===== src/rtl/axi_accel_pkg.sv =====
// Shared types and constants for the AXI accelerator bridge: the write-channel
// state encoding and the AXI response codes.
package axi_accel_pkg;

    typedef enum logic [1:0] {
        WS_IDLE = 2'd0,
        WS_DATA = 2'd1,
        WS_RESP = 2'd2
    } wstate_t;

    localparam logic [1:0] RESP_OKAY   = 2'b00;
    localparam logic [1:0] RESP_SLVERR = 2'b10;

endpackage


===== src/rtl/axi_accel_bridge_if.sv =====
// AXI4 slave-side bundle for the accelerator bridge (write burst, single-beat read).
interface axi_accel_bridge_if #(
    parameter int DATA_W = 128,
    parameter int ID_W   = 12
);
    logic [ID_W-1:0]     s_axi_awid;
    logic [7:0]          s_axi_awlen;
    logic                s_axi_awvalid;
    logic                s_axi_awready;
    logic [DATA_W-1:0]   s_axi_wdata;
    logic [DATA_W/8-1:0] s_axi_wstrb;
    logic                s_axi_wlast;
    logic                s_axi_wvalid;
    logic                s_axi_wready;
    logic [ID_W-1:0]     s_axi_bid;
    logic [1:0]          s_axi_bresp;
    logic                s_axi_bvalid;
    logic                s_axi_bready;
    logic [ID_W-1:0]     s_axi_arid;
    logic                s_axi_arvalid;
    logic                s_axi_arready;
    logic [ID_W-1:0]     s_axi_rid;
    logic [DATA_W-1:0]   s_axi_rdata;
    logic [1:0]          s_axi_rresp;
    logic                s_axi_rvalid;
    logic                s_axi_rready;

    modport slave (
        input  s_axi_awid, s_axi_awlen, s_axi_awvalid,
        input  s_axi_wdata, s_axi_wstrb, s_axi_wlast, s_axi_wvalid,
        input  s_axi_bready, s_axi_arid, s_axi_arvalid, s_axi_rready,
        output s_axi_awready, s_axi_wready, s_axi_bid, s_axi_bresp, s_axi_bvalid,
        output s_axi_arready, s_axi_rid, s_axi_rdata, s_axi_rresp, s_axi_rvalid
    );

    modport master (
        output s_axi_awid, s_axi_awlen, s_axi_awvalid,
        output s_axi_wdata, s_axi_wstrb, s_axi_wlast, s_axi_wvalid,
        output s_axi_bready, s_axi_arid, s_axi_arvalid, s_axi_rready,
        input  s_axi_awready, s_axi_wready, s_axi_bid, s_axi_bresp, s_axi_bvalid,
        input  s_axi_arready, s_axi_rid, s_axi_rdata, s_axi_rresp, s_axi_rvalid
    );

endinterface


===== src/rtl/instr_fifo.sv =====
// Instruction FIFO: power-of-two circular buffer; head is visible the cycle
// after a push into an empty FIFO and reads as zero while empty.
module instr_fifo #(
    parameter int FIFO_DEPTH = 8,
    parameter int WIDTH      = 32
) (
    input  logic             clk,
    input  logic             reset,
    input  logic             push,
    input  logic [WIDTH-1:0] push_data,
    input  logic             pop,
    output logic             full,
    output logic             valid,
    output logic [WIDTH-1:0] head
);
    localparam int AW = $clog2(FIFO_DEPTH);

    logic [WIDTH-1:0] mem [FIFO_DEPTH];
    logic [AW-1:0]    wr_ptr, rd_ptr;
    logic [AW:0]      count;
    logic             do_push, do_pop;

    assign full    = (count == (AW+1)'(FIFO_DEPTH));
    assign valid   = (count != '0);
    assign do_push = push && !full;
    assign do_pop  = pop && valid;
    assign head    = valid ? mem[rd_ptr] : '0;

    always_ff @(posedge clk) begin
        if (do_push) mem[wr_ptr] <= push_data;
    end

    // Pointers wrap naturally because the depth is a power of two.
    always_ff @(posedge clk or posedge reset) begin
        if (reset) begin
            wr_ptr <= '0;
            rd_ptr <= '0;
            count  <= '0;
        end else begin
            if (do_push) wr_ptr <= wr_ptr + 1'b1;
            if (do_pop)  rd_ptr <= rd_ptr + 1'b1;
            if (do_push && !do_pop)      count <= count + 1'b1;
            else if (!do_push && do_pop) count <= count - 1'b1;
        end
    end

endmodule


===== src/rtl/axi_accel_bridge.sv =====
// AXI slave front end for the accelerator: write bursts feed the instruction
// FIFO, single-beat reads return the latest latched predictions plus a fresh flag.
module axi_accel_bridge
    import axi_accel_pkg::*;
#(
    parameter int DATA_W     = 128,
    parameter int ID_W       = 12,
    parameter int FIFO_DEPTH = 8,
    parameter int NUM_PRED   = 2
) (
    input  logic                   clk,
    input  logic                   reset,
    axi_accel_bridge_if.slave      axi,
    output logic [31:0]            instr_data,
    output logic                   instr_valid,
    input  logic                   instr_ready,
    input  logic [NUM_PRED*32-1:0] pred_data,
    input  logic                   pred_valid
);
    wstate_t         state, state_nxt;
    logic            awready, wready, bvalid;
    logic            fifo_full, push, w_hs, beat_last, strb_ok;
    logic [ID_W-1:0] awid_q;
    logic [7:0]      awlen_q, beat_cnt;
    logic            err;

    logic [NUM_PRED*32-1:0] pred_q;
    logic                   fresh, rvalid;
    logic [ID_W-1:0]        rid;
    logic [DATA_W-1:0]      rdata, rdata_pack;
    logic                   ar_hs, r_hs;
    logic                   unused_bits;

    assign unused_bits = ^{axi.s_axi_wdata[DATA_W-1:32], axi.s_axi_wstrb[DATA_W/8-1:4]};

    assign beat_last = (beat_cnt == awlen_q);
    assign strb_ok   = (axi.s_axi_wstrb[3:0] == 4'hF);
    assign w_hs      = wready && axi.s_axi_wvalid;
    assign push      = w_hs && strb_ok;

    always_ff @(posedge clk or posedge reset) begin
        if (reset) state <= WS_IDLE;
        else       state <= state_nxt;
    end

    always_comb begin
        state_nxt = state;
        awready   = 1'b0;
        wready    = 1'b0;
        bvalid    = 1'b0;
        case (state)
            WS_IDLE: begin
                awready = 1'b1;
                if (axi.s_axi_awvalid) state_nxt = WS_DATA;
            end
            WS_DATA: begin
                wready = !fifo_full;
                if (wready && axi.s_axi_wvalid && beat_last) state_nxt = WS_RESP;
            end
            WS_RESP: begin
                bvalid = 1'b1;
                if (axi.s_axi_bready) state_nxt = WS_IDLE;
            end
            default: state_nxt = WS_IDLE;
        endcase
    end

    // Error is sticky for the burst and cleared when the next burst is accepted.
    always_ff @(posedge clk or posedge reset) begin
        if (reset) begin
            awid_q   <= '0;
            awlen_q  <= '0;
            beat_cnt <= '0;
            err      <= 1'b0;
        end else if (awready && axi.s_axi_awvalid) begin
            awid_q   <= axi.s_axi_awid;
            awlen_q  <= axi.s_axi_awlen;
            beat_cnt <= '0;
            err      <= 1'b0;
        end else if (w_hs) begin
            beat_cnt <= beat_cnt + 8'd1;
            if (!strb_ok || (axi.s_axi_wlast != beat_last)) err <= 1'b1;
        end
    end

    assign axi.s_axi_awready = awready;
    assign axi.s_axi_wready  = wready;
    assign axi.s_axi_bvalid  = bvalid;
    assign axi.s_axi_bid     = awid_q;
    assign axi.s_axi_bresp   = err ? RESP_SLVERR : RESP_OKAY;

    instr_fifo #(
        .FIFO_DEPTH (FIFO_DEPTH),
        .WIDTH      (32)
    ) u_fifo (
        .clk       (clk),
        .reset     (reset),
        .push      (push),
        .push_data (axi.s_axi_wdata[31:0]),
        .pop       (instr_ready),
        .full      (fifo_full),
        .valid     (instr_valid),
        .head      (instr_data)
    );

    assign ar_hs = axi.s_axi_arvalid && !rvalid;
    assign r_hs  = rvalid && axi.s_axi_rready;

    always_comb begin
        rdata_pack                   = '0;
        rdata_pack[NUM_PRED*32-1:0]  = pred_q;
        rdata_pack[DATA_W-1]         = fresh;
    end

    // A new prediction in the same cycle as the R handshake keeps fresh set.
    always_ff @(posedge clk or posedge reset) begin
        if (reset) begin
            pred_q <= '0;
            fresh  <= 1'b0;
            rvalid <= 1'b0;
            rid    <= '0;
            rdata  <= '0;
        end else begin
            if (pred_valid) begin
                pred_q <= pred_data;
                fresh  <= 1'b1;
            end else if (r_hs) begin
                fresh  <= 1'b0;
            end
            if (ar_hs) begin
                rvalid <= 1'b1;
                rid    <= axi.s_axi_arid;
                rdata  <= rdata_pack;
            end else if (r_hs) begin
                rvalid <= 1'b0;
            end
        end
    end

    assign axi.s_axi_arready = !rvalid;
    assign axi.s_axi_rvalid  = rvalid;
    assign axi.s_axi_rid     = rid;
    assign axi.s_axi_rdata   = rdata;
    assign axi.s_axi_rresp   = RESP_OKAY;

endmodule

===== src/flat_wrapper.sv =====
// flat-port wrapper written by rule: the top's interface ports become plain ports
module axi_accel_bridge_flat import axi_accel_pkg::*;
#(
    parameter int DATA_W     = 128,
    parameter int ID_W       = 12,
    parameter int FIFO_DEPTH = 8,
    parameter int NUM_PRED   = 2
)
  (clk, reset, instr_data, instr_valid, instr_ready, pred_data, pred_valid, axi_s_axi_awid, axi_s_axi_awlen, axi_s_axi_awvalid, axi_s_axi_wdata, axi_s_axi_wstrb, axi_s_axi_wlast, axi_s_axi_wvalid, axi_s_axi_bready, axi_s_axi_arid, axi_s_axi_arvalid, axi_s_axi_rready, axi_s_axi_awready, axi_s_axi_wready, axi_s_axi_bid, axi_s_axi_bresp, axi_s_axi_bvalid, axi_s_axi_arready, axi_s_axi_rid, axi_s_axi_rdata, axi_s_axi_rresp, axi_s_axi_rvalid);
  axi_accel_bridge_if #(.DATA_W(DATA_W), .ID_W(ID_W)) axi_i ();
  input  logic clk;
  input  logic reset;
  output logic [31:0] instr_data;
  output logic instr_valid;
  input  logic instr_ready;
  input  logic [NUM_PRED*32-1:0] pred_data;
  input  logic pred_valid;
  input wire logic [$bits(axi_i.s_axi_awid)-1:0] axi_s_axi_awid;
  input wire logic [$bits(axi_i.s_axi_awlen)-1:0] axi_s_axi_awlen;
  input wire logic [$bits(axi_i.s_axi_awvalid)-1:0] axi_s_axi_awvalid;
  input wire logic [$bits(axi_i.s_axi_wdata)-1:0] axi_s_axi_wdata;
  input wire logic [$bits(axi_i.s_axi_wstrb)-1:0] axi_s_axi_wstrb;
  input wire logic [$bits(axi_i.s_axi_wlast)-1:0] axi_s_axi_wlast;
  input wire logic [$bits(axi_i.s_axi_wvalid)-1:0] axi_s_axi_wvalid;
  input wire logic [$bits(axi_i.s_axi_bready)-1:0] axi_s_axi_bready;
  input wire logic [$bits(axi_i.s_axi_arid)-1:0] axi_s_axi_arid;
  input wire logic [$bits(axi_i.s_axi_arvalid)-1:0] axi_s_axi_arvalid;
  input wire logic [$bits(axi_i.s_axi_rready)-1:0] axi_s_axi_rready;
  output wire logic [$bits(axi_i.s_axi_awready)-1:0] axi_s_axi_awready;
  output wire logic [$bits(axi_i.s_axi_wready)-1:0] axi_s_axi_wready;
  output wire logic [$bits(axi_i.s_axi_bid)-1:0] axi_s_axi_bid;
  output wire logic [$bits(axi_i.s_axi_bresp)-1:0] axi_s_axi_bresp;
  output wire logic [$bits(axi_i.s_axi_bvalid)-1:0] axi_s_axi_bvalid;
  output wire logic [$bits(axi_i.s_axi_arready)-1:0] axi_s_axi_arready;
  output wire logic [$bits(axi_i.s_axi_rid)-1:0] axi_s_axi_rid;
  output wire logic [$bits(axi_i.s_axi_rdata)-1:0] axi_s_axi_rdata;
  output wire logic [$bits(axi_i.s_axi_rresp)-1:0] axi_s_axi_rresp;
  output wire logic [$bits(axi_i.s_axi_rvalid)-1:0] axi_s_axi_rvalid;
  assign axi_i.s_axi_awid = axi_s_axi_awid;
  assign axi_i.s_axi_awlen = axi_s_axi_awlen;
  assign axi_i.s_axi_awvalid = axi_s_axi_awvalid;
  assign axi_i.s_axi_wdata = axi_s_axi_wdata;
  assign axi_i.s_axi_wstrb = axi_s_axi_wstrb;
  assign axi_i.s_axi_wlast = axi_s_axi_wlast;
  assign axi_i.s_axi_wvalid = axi_s_axi_wvalid;
  assign axi_i.s_axi_bready = axi_s_axi_bready;
  assign axi_i.s_axi_arid = axi_s_axi_arid;
  assign axi_i.s_axi_arvalid = axi_s_axi_arvalid;
  assign axi_i.s_axi_rready = axi_s_axi_rready;
  assign axi_s_axi_awready = axi_i.s_axi_awready;
  assign axi_s_axi_wready = axi_i.s_axi_wready;
  assign axi_s_axi_bid = axi_i.s_axi_bid;
  assign axi_s_axi_bresp = axi_i.s_axi_bresp;
  assign axi_s_axi_bvalid = axi_i.s_axi_bvalid;
  assign axi_s_axi_arready = axi_i.s_axi_arready;
  assign axi_s_axi_rid = axi_i.s_axi_rid;
  assign axi_s_axi_rdata = axi_i.s_axi_rdata;
  assign axi_s_axi_rresp = axi_i.s_axi_rresp;
  assign axi_s_axi_rvalid = axi_i.s_axi_rvalid;
  axi_accel_bridge #(.DATA_W(DATA_W), .ID_W(ID_W), .FIFO_DEPTH(FIFO_DEPTH), .NUM_PRED(NUM_PRED)) u_core (.clk(clk), .reset(reset), .axi(axi_i), .instr_data(instr_data), .instr_valid(instr_valid), .instr_ready(instr_ready), .pred_data(pred_data), .pred_valid(pred_valid));
endmodule

===== config.mk =====
export PLATFORM = sky130hd
export DESIGN_NAME = axi_accel_bridge_flat
export DESIGN_NICKNAME = d
export VERILOG_FILES = /design/src/rtl/axi_accel_pkg.sv /design/src/rtl/axi_accel_bridge_if.sv /design/src/rtl/instr_fifo.sv /design/src/rtl/axi_accel_bridge.sv /design/src/flat_wrapper.sv
export SDC_FILE = /design/constraint.sdc
export NUM_CORES = 1
export LEC_CHECK = 0
export CORE_ASPECT_RATIO = 2
export CORE_MARGIN = 2
export CORE_UTILIZATION = 44
export CTS_CLUSTER_SIZE = 10
export DETAILED_ROUTE_END_ITERATION = 8
export GPL_TIMING_DRIVEN = 0
export PLACE_DENSITY = 0.86
export SYNTH_ARGS = -nofsm -noshare
export SYNTH_HDL_FRONTEND = slang
export SYNTH_SLANG_ARGS = --single-unit

===== constraint.sdc =====
create_clock -name clk -period 6.5 [get_ports clk]
set_clock_uncertainty 0.15 [all_clocks]
set_input_delay 1.3 -clock clk [delete_from_list [all_inputs] [get_ports clk]]
set_output_delay 1.3 -clock clk [all_outputs]
set_load 0.02 [all_outputs]

# Yosys cells after proc, flatten, opt, wreduce, memory -nomap -nowiden
# Memory sizes are Yosys's and may differ from the RTL's.
# Cells that the tools add are included.
dict set report totals {
  reg_bits 184
  latch_bits 0
  ram_bits 256
  mem_bits_ro 0
  word_cells 75
  n_memories 1
}
# name words width rd rd_ports_with_merged_regs wr line_no
set mem_list {}
lappend mem_list {u_core.u_fifo.mem 8 32 1 0 1 instr_fifo.sv:18} ;# logic [WIDTH-1:0] mem [FIFO_DEPTH];
dict set report classes {
  add_sub_neg 5
  multipliers 0
  n_div 0
  order_cmp 0
  n_eq_ne 9
  n_shift 0
  n_mux 21
  bitwise 0
  reduce_logical 26
}
# cell n
set ops {}
lappend ops {{2-to-1 mux 32 bit} 1}
lappend ops {{2-to-1 mux 8 bit} 2}
lappend ops {{logical AND 1 bit} 11}
lappend ops {{2-to-1 mux 1 bit} 11}
lappend ops {{nonzero test 2 bit} 5}
lappend ops {{adder 8 x 1 -> 8 bit, second input constant} 1}
lappend ops {{== test 4 bit, second input constant} 2}
lappend ops {{== test 8 bit} 1}
lappend ops {{2-to-1 mux 2 bit} 4}
lappend ops {{2-to-1 mux 4 bit} 2}
lappend ops {{adder 3 x 1 -> 3 bit, second input constant} 2}
lappend ops {{one-hot mux 2 bit (3 select lines)} 1}
lappend ops {{logical NOT 1 bit} 5}
lappend ops {{adder 4 x 1 -> 4 bit, second input constant} 1}
lappend ops {{inequality test 2 bit, second input constant} 2}
lappend ops {{nonzero test 4 bit} 1}
lappend ops {{subtractor 4 x 1 -> 4 bit, second input constant} 1}
lappend ops {{AND reduction 3 bit} 1}
lappend ops {{== test 2 x 1 -> 1 bit, second input constant} 1}
lappend ops {{== test 2 bit, second input constant} 1}
lappend ops {{logical NOT 2 bit} 1}
lappend ops {{inequality test 2 x 1 -> 1 bit, second input constant} 1}
lappend ops {{AND reduction 2 bit} 1}
lappend ops {{logical OR 1 bit} 1}
lappend ops {{inequality test 1 bit} 1}

# Depth between registers and ports, before layout
dict set report logic_depth {
  depth_word 10
  ltp_mapped 10
}

# By module
# A second synthesis with hierarchy kept.
dict set report hier_totals {
  cells_unflattened 929
  hier_area_um2 17480.5
}
# module n_inst cells_each area_each_um2 seq_area_each_um2
set by_module_without_submodules {}
lappend by_module_without_submodules {instr_fifo 1 440 10202.3 7937.6}
lappend by_module_without_submodules {axi_accel_bridge 1 489 7278.2 4354.2}

# Worst setup path after synthesis
# OpenSTA, ideal clock, no wires.
dict set report synth_timing {
  path_kind {input port to flip-flop}
  from {in axi_s_axi_wstrb[2]}
  to {mem u_core.u_fifo.mem[0][0], enable pin}
  t_arrival_ps 4287
  setup_slack_ps 1602
  cell_stages 4
  path_buffers 0
  path_cell_list {nand4_1 -> nor4_4 -> nand2b_2 -> nor3_1}
}
dict set report synth_via {
  elab_chain_cells 5
}
# element line_no
set synth_lines {}
lappend synth_lines {{start: declaration} flat_wrapper.sv:22} ;# input wire logic [$bits(axi_i.s_axi_wstrb)-1:0] axi_s_axi_wstrb;
lappend synth_lines {{== test 4 bit} axi_accel_bridge.sv:37} ;# assign strb_ok = (axi.s_axi_wstrb[3:0] == 4'hF);
lappend synth_lines {{logical AND 1 bit} axi_accel_bridge.sv:39} ;# assign push = w_hs && strb_ok;
lappend synth_lines {{logical AND 1 bit} instr_fifo.sv:25} ;# assign do_push = push && !full;
lappend synth_lines {{net u_core.u_fifo.do_push} instr_fifo.sv:21} ;# logic do_push, do_pop;
lappend synth_lines {{2-to-1 mux 1 bit} instr_fifo.sv:30} ;# if (do_push) mem[wr_ptr] <= push_data;
lappend synth_lines {{2-to-1 mux 1 bit (implied by the code)} instr_fifo.sv:30}
lappend synth_lines {{end: declaration} instr_fifo.sv:18}
# The timed path passes the listed nets, and every way through them passes these cells.

# Final worst setup path
dict set report layout_timing {
  from {reg u_core.u_fifo.count[1]}
  to {out instr_data[15]}
}
dict set report layout_via {
  elab_chain_cells 2
}
# element line_no
set layout_lines {}
lappend layout_lines {{start: declaration} instr_fifo.sv:20} ;# logic [AW:0] count;
lappend layout_lines {{start signal: assignment} instr_fifo.sv:42} ;# if (do_push && !do_pop) count <= count + 1'b1;
lappend layout_lines {{start signal: assignment} instr_fifo.sv:43} ;# else if (!do_push && do_pop) count <= count - 1'b1;
lappend layout_lines {{nonzero test 4 bit} instr_fifo.sv:24} ;# assign valid = (count != '0);
lappend layout_lines {{2-to-1 mux 32 bit} instr_fifo.sv:27} ;# assign head = valid ? mem[rd_ptr] : '0;
lappend layout_lines {{end: declaration} flat_wrapper.sv:13} ;# output logic [31:0] instr_data;
# Every way passes these cells.

==> metrics.md <==
| Metric | Value |
|---|---|
| Status | `finished clean` |
| VDD IR max | `approximately 0.00024 V` |
| Initial core utilization | `about 44%` |
| Worst Tran Pin Value | `0.959 ns` |
| Internal power | `6.24 mW` |
| Crit. End Element | `primary output` |
| Comb power frac | `between 30% and 40%` |
| #FFs+latches synth | `440` |
| Post-Route WL | `39700 um` |
| Primary FF master, synth | `edfxtp_1` |
| Hold Path Origin | `u_core.axi.s_axi_bid[5]$_DFFE_PP0P_` |
| Final Hold Viols | `0` |
| CTS buffer count | `50` |
| Switching pwr | `approximately 2.8 mW` |
| Die Wd | `roughly 150 um` |
| Largest net degree at the start of global routing | `approximately 130` |
| # resized after CTS | `0` |
| Yosys warns | `0` |
| Yosys top cell area share | `a little over two fifths` |
| Post-CTS Setup Bufs | `0` |
| Placed Instances | `approximately 1.9k` |
| Uppermost routed layer | `met5` |
| Power per Cell Area | `approximately 400 nW/um2` |
| R2r setup slk | `between 3 and 4 ns` |
| Hold Path Depth | `2` |
| Post-Route M1 WL | `13200 um` |
| Synth cell count leaders | `256 x edfxtp_1, 184 x dfrtp_1, 142 x mux2_2` |
| CTS Hold Bufs | `0` |
| Antenna Violating Nets Remaining | `0` |
| Nets | `roughly 1.6k` |
| Register area | `between 10000 and 15000 um2` |
| CP Cell Sequence | `nor4_2 > clkbuf_1 > nor2_1 > clkdlybuf4s50_1` |
| H-tree depth | `2` |
| Tightest Hold Check Type | `flop to flop` |
| CTS clk-pin slew, worst paths | `0.05 ns` |
| Synthesized area per cell | `roughly 18 um2` |
| Register area share after synthesis | `approximately 70%` |
| Post-layout minimum cycle time | `roughly 4.7 ns` |
| # fillers | `between 2k and 3k` |
| Port bufs | `approximately 270` |
| Placed inst area | `about 21000 um2` |
| Io pins | `444` |
| Number of flops mapped to enable cells by yosys | `about 260` |
| Lkg Pwr | `approximately 8.7 nW` |
| # setup viols final | `0` |
| Unique masters post-synth | `between 40 and 50` |
| Die Height | `around 290 um` |
| Fraction of layout cells with a size suffix above 1 | `roughly 28%` |
| Slew Viols, Final | `0` |
| Worst flop-to-flop path startpoint | `u_core.u_fifo.count[1]$_DFFE_PP0P_` |
| Global-route wire length before repair | `61200 um` |
| Core Rows | `103` |
| Crit path depth | `4` |
| Sw Share | `between 30% and 40%` |
| Clk pwr share | `between 20% and 30%` |
| Family with the most delay on the worst path | `buffers and inverters` |
| Vias in the first global route | `approximately 11k` |
| Rel. slew slack | `35.7%` |
| Gpl congestion | `0.804` |
| Met2 WL | `21800 um` |
| CP Data Required Time | `between 5 and 6 ns` |
| Post-route clock period utilization | `just over 70%` |
| Post-DP HPWL | `~28000 um` |
| CTS tree | `done` |
| Cell types occupying the most area after synthesis | `edfxtp_1 44%, dfrtp_1 26%, mux2_2 9.1%` |
| Clk Latency, worst-skew pair | `0.57 ns` |
| Clock tree root buffer cell | `clkbuf_16` |
| Via density | `slightly above 5` |
| Final Cell Area | `about 23000 um2` |
| FF-to-FF path depth | `10` |
| Vias | `between 9k and 10k` |
| Initial antenna violation count | `5` |
| WL per Instance | `about 20 um` |
| FFs w/ async S/R, synth | `roughly two fifths` |
| Max stage delay on crit path | `approximately 0.84 ns` |
| Final Non-Filler Cells | `1943` |
| Crit Path Category | `flop to primary output` |
| P&R area growth vs syn | `30.1%` |
| Drt initial violations | `~430` |
| Drc violations | `0` |
| Count leader, synth | `edfxtp_1` |
| Clk buf depth | `3` |
| Clock sinks | `440` |
| DIE AREA | `around 42000 um2` |
| FF-to-FF End | `u_core.u_fifo.count[3]$_DFFE_PP0P_` |
| CP Buf/Inv Count | `2` |
| Reg power frac | `between 30% and 40%` |
| Met3 WL | `3300 um` |
| First-pass detailed-route iteration total | `4` |
| Fmax | `0.212 GHz` |
| Setup TNS | `0 ns` |
| Cells after Synth | `990` |
| WHS Endpoint | `u_core.axi.s_axi_bid[5]$_DFFE_PP0P_` |
| Area of the multi-input gates | `about 4800 um2` |
| Critical path arrival | `3.26 ns` |
| Worst Setup Start Kind | `flop` |
| Core Area | `around 40000 um2` |
| Synth area leader | `edfxtp_1` |
| Critical-path maximum fanout | `10` |
| Post-synthesis cell area | `between 15000 and 20000 um2` |
| Unrepaired setup endpoints after global routing | `false` |
| CP max stage cell | `nor4_2` |
| GRT Util Overall | `between 10% and 20%` |
| GRT overflow | `0` |
| Max Cap Viol | `0` |
==> worst reg2reg max path, delay by kind of cell (launching register included) <==
| family | cells | cell delay, ns |
|---|---|---|
| flip-flops | 1 | 0.48 |
| multiplexers | 1 | 0.24 |
| XOR/XNOR | 1 | 0.13 |
| adder cells (fa/ha/maj) | 2 | 0.51 |
| AO/OA/AOI/OAI | 2 | 0.35 |
| AND/OR/NAND/NOR | 2 | 1.04 |
| buffers and inverters | 2 | 0.26 |
==> flip-flops by register name, indices dropped and copies added, names as in the netlist <==
register,cells
u_core.axi.s_axi_rdata,65
u_core.u_fifo.count,4
u_core.state,2
u_core.u_fifo.wr_ptr,3
u_core.err,1
u_core.pred_q,64
u_core.beat_cnt,8
u_core.u_fifo.rd_ptr,3
u_core.fresh,1
u_core.axi.s_axi_rid,12
u_core.axi.s_axi_rvalid,1
u_core.axi.s_axi_bid,12
u_core.awlen_q,8
u_core.u_fifo.mem,256
==> layer usage <==
layer  vias up  global-route usage [%]
met2       448                    36.5
met4         4                    8.28
li1       4352                       -
met3        77                    5.47
met5         -                       0
met1      4955                    19.3
==> layout make-up <==
cell class | instances | area share (%)
clock inverters | 4 | 0.203
plain buffers | 109 | 3.27
flip-flops and latches | 440 | 53.9
well taps | 525 | 2.88
clock buffers | 75 | 5.99
inverters | 6 | 0.132
multi-input cells | 500 | 20.9
diodes | 3 | 0.0329
repair buffers | 281 | 12.7
==> through the flow <==
step	total power [mW]	util (%)	setup slack, ns	hold WS, ns
after floorplan	5.36	-	0.0496	0.294
after global placement	6.54	53.5	-2.09	0.308
after detailed placement	6.64	54.3	1.96	0.312
after CTS	9.13	57.8	1.69	0.325
after global routing	9.45	57.9	1.64	0.353
final	9.04	57.9	1.79	0.325
==> power groups by stage <==
stage | combinational (mW) | sequential (mW) | clock, mW
3_3_place_gp | 3.02 | 3.53 | 0
6_report | 3.06 | 3.50 | 2.47
5_1_grt | 3.27 | 3.54 | 2.63
2_1_floorplan | 1.64 | 3.72 | 0
4_1_cts | 3.11 | 3.50 | 2.52
3_5_place_dp | 3.09 | 3.55 | 0
==> layout by cell type, fill, tap and decap left out, types with 3 or more instances in the layout <==
| cell type | instances |
|---|---|
| nor2_1 | 42 |
| xor2_1 | 3 |
| buf_2 | 23 |
| buf_4 | 70 |
| diode_2 | 3 |
| clkdlybuf4s50_1 | 268 |
| o21ai_0 | 3 |
| nand3_1 | 5 |
| nor3_2 | 3 |
| o21ai_1 | 3 |
| clkbuf_16 | 51 |
| buf_12 | 6 |
| clkbuf_1 | 34 |
| xnor2_1 | 16 |
| edfxtp_1 | 256 |
| mux2i_1 | 34 |
| mux2_2 | 142 |
| inv_1 | 3 |
| buf_6 | 11 |
| ha_1 | 6 |
| conb_1 | 66 |
| dfrtp_1 | 184 |
| nand2b_1 | 4 |
| nor2_4 | 6 |
| mux4_2 | 64 |
| nand4_1 | 6 |
| nand2_1 | 67 |
==> cells by family (layout without fill, tap and decap cells) <==
family | count (synthesis) | after routing | share of synthesized area (%)
simple gates | 152 | 152 | 4.06
other cells | 1 | 69 | 0.0214
compound gates | 14 | 14 | 0.500
fa+ha+maj | 7 | 7 | 0.542
buf+inv | 115 | 475 | 4.38
mux | 242 | 242 | 19.4
xor+xnor | 19 | 19 | 0.949
flops | 440 | 440 | 70.1
==> worst max-delay path by stage <==
stage / start / to / slack [ns]
floorplan: reset / u_core.awlen_q[0]$_DFFE_PP0P_ / 0.05
global placement: reset / u_core.pred_q[17]$_DFFE_PP0P_ / -2.09
detailed placement: axi_s_axi_wstrb[2] / u_core.u_fifo.mem[0][30]$_DFFE_PP_ / 1.96
CTS: u_core.u_fifo.count[1]$_DFFE_PP0P_ / instr_data[15] / 1.69
global route: u_core.u_fifo.count[1]$_DFFE_PP0P_ / instr_data[15] / 1.64
finish: u_core.u_fifo.count[1]$_DFFE_PP0P_ / instr_data[15] / 1.79
Power figures use the tool's default switching activity.
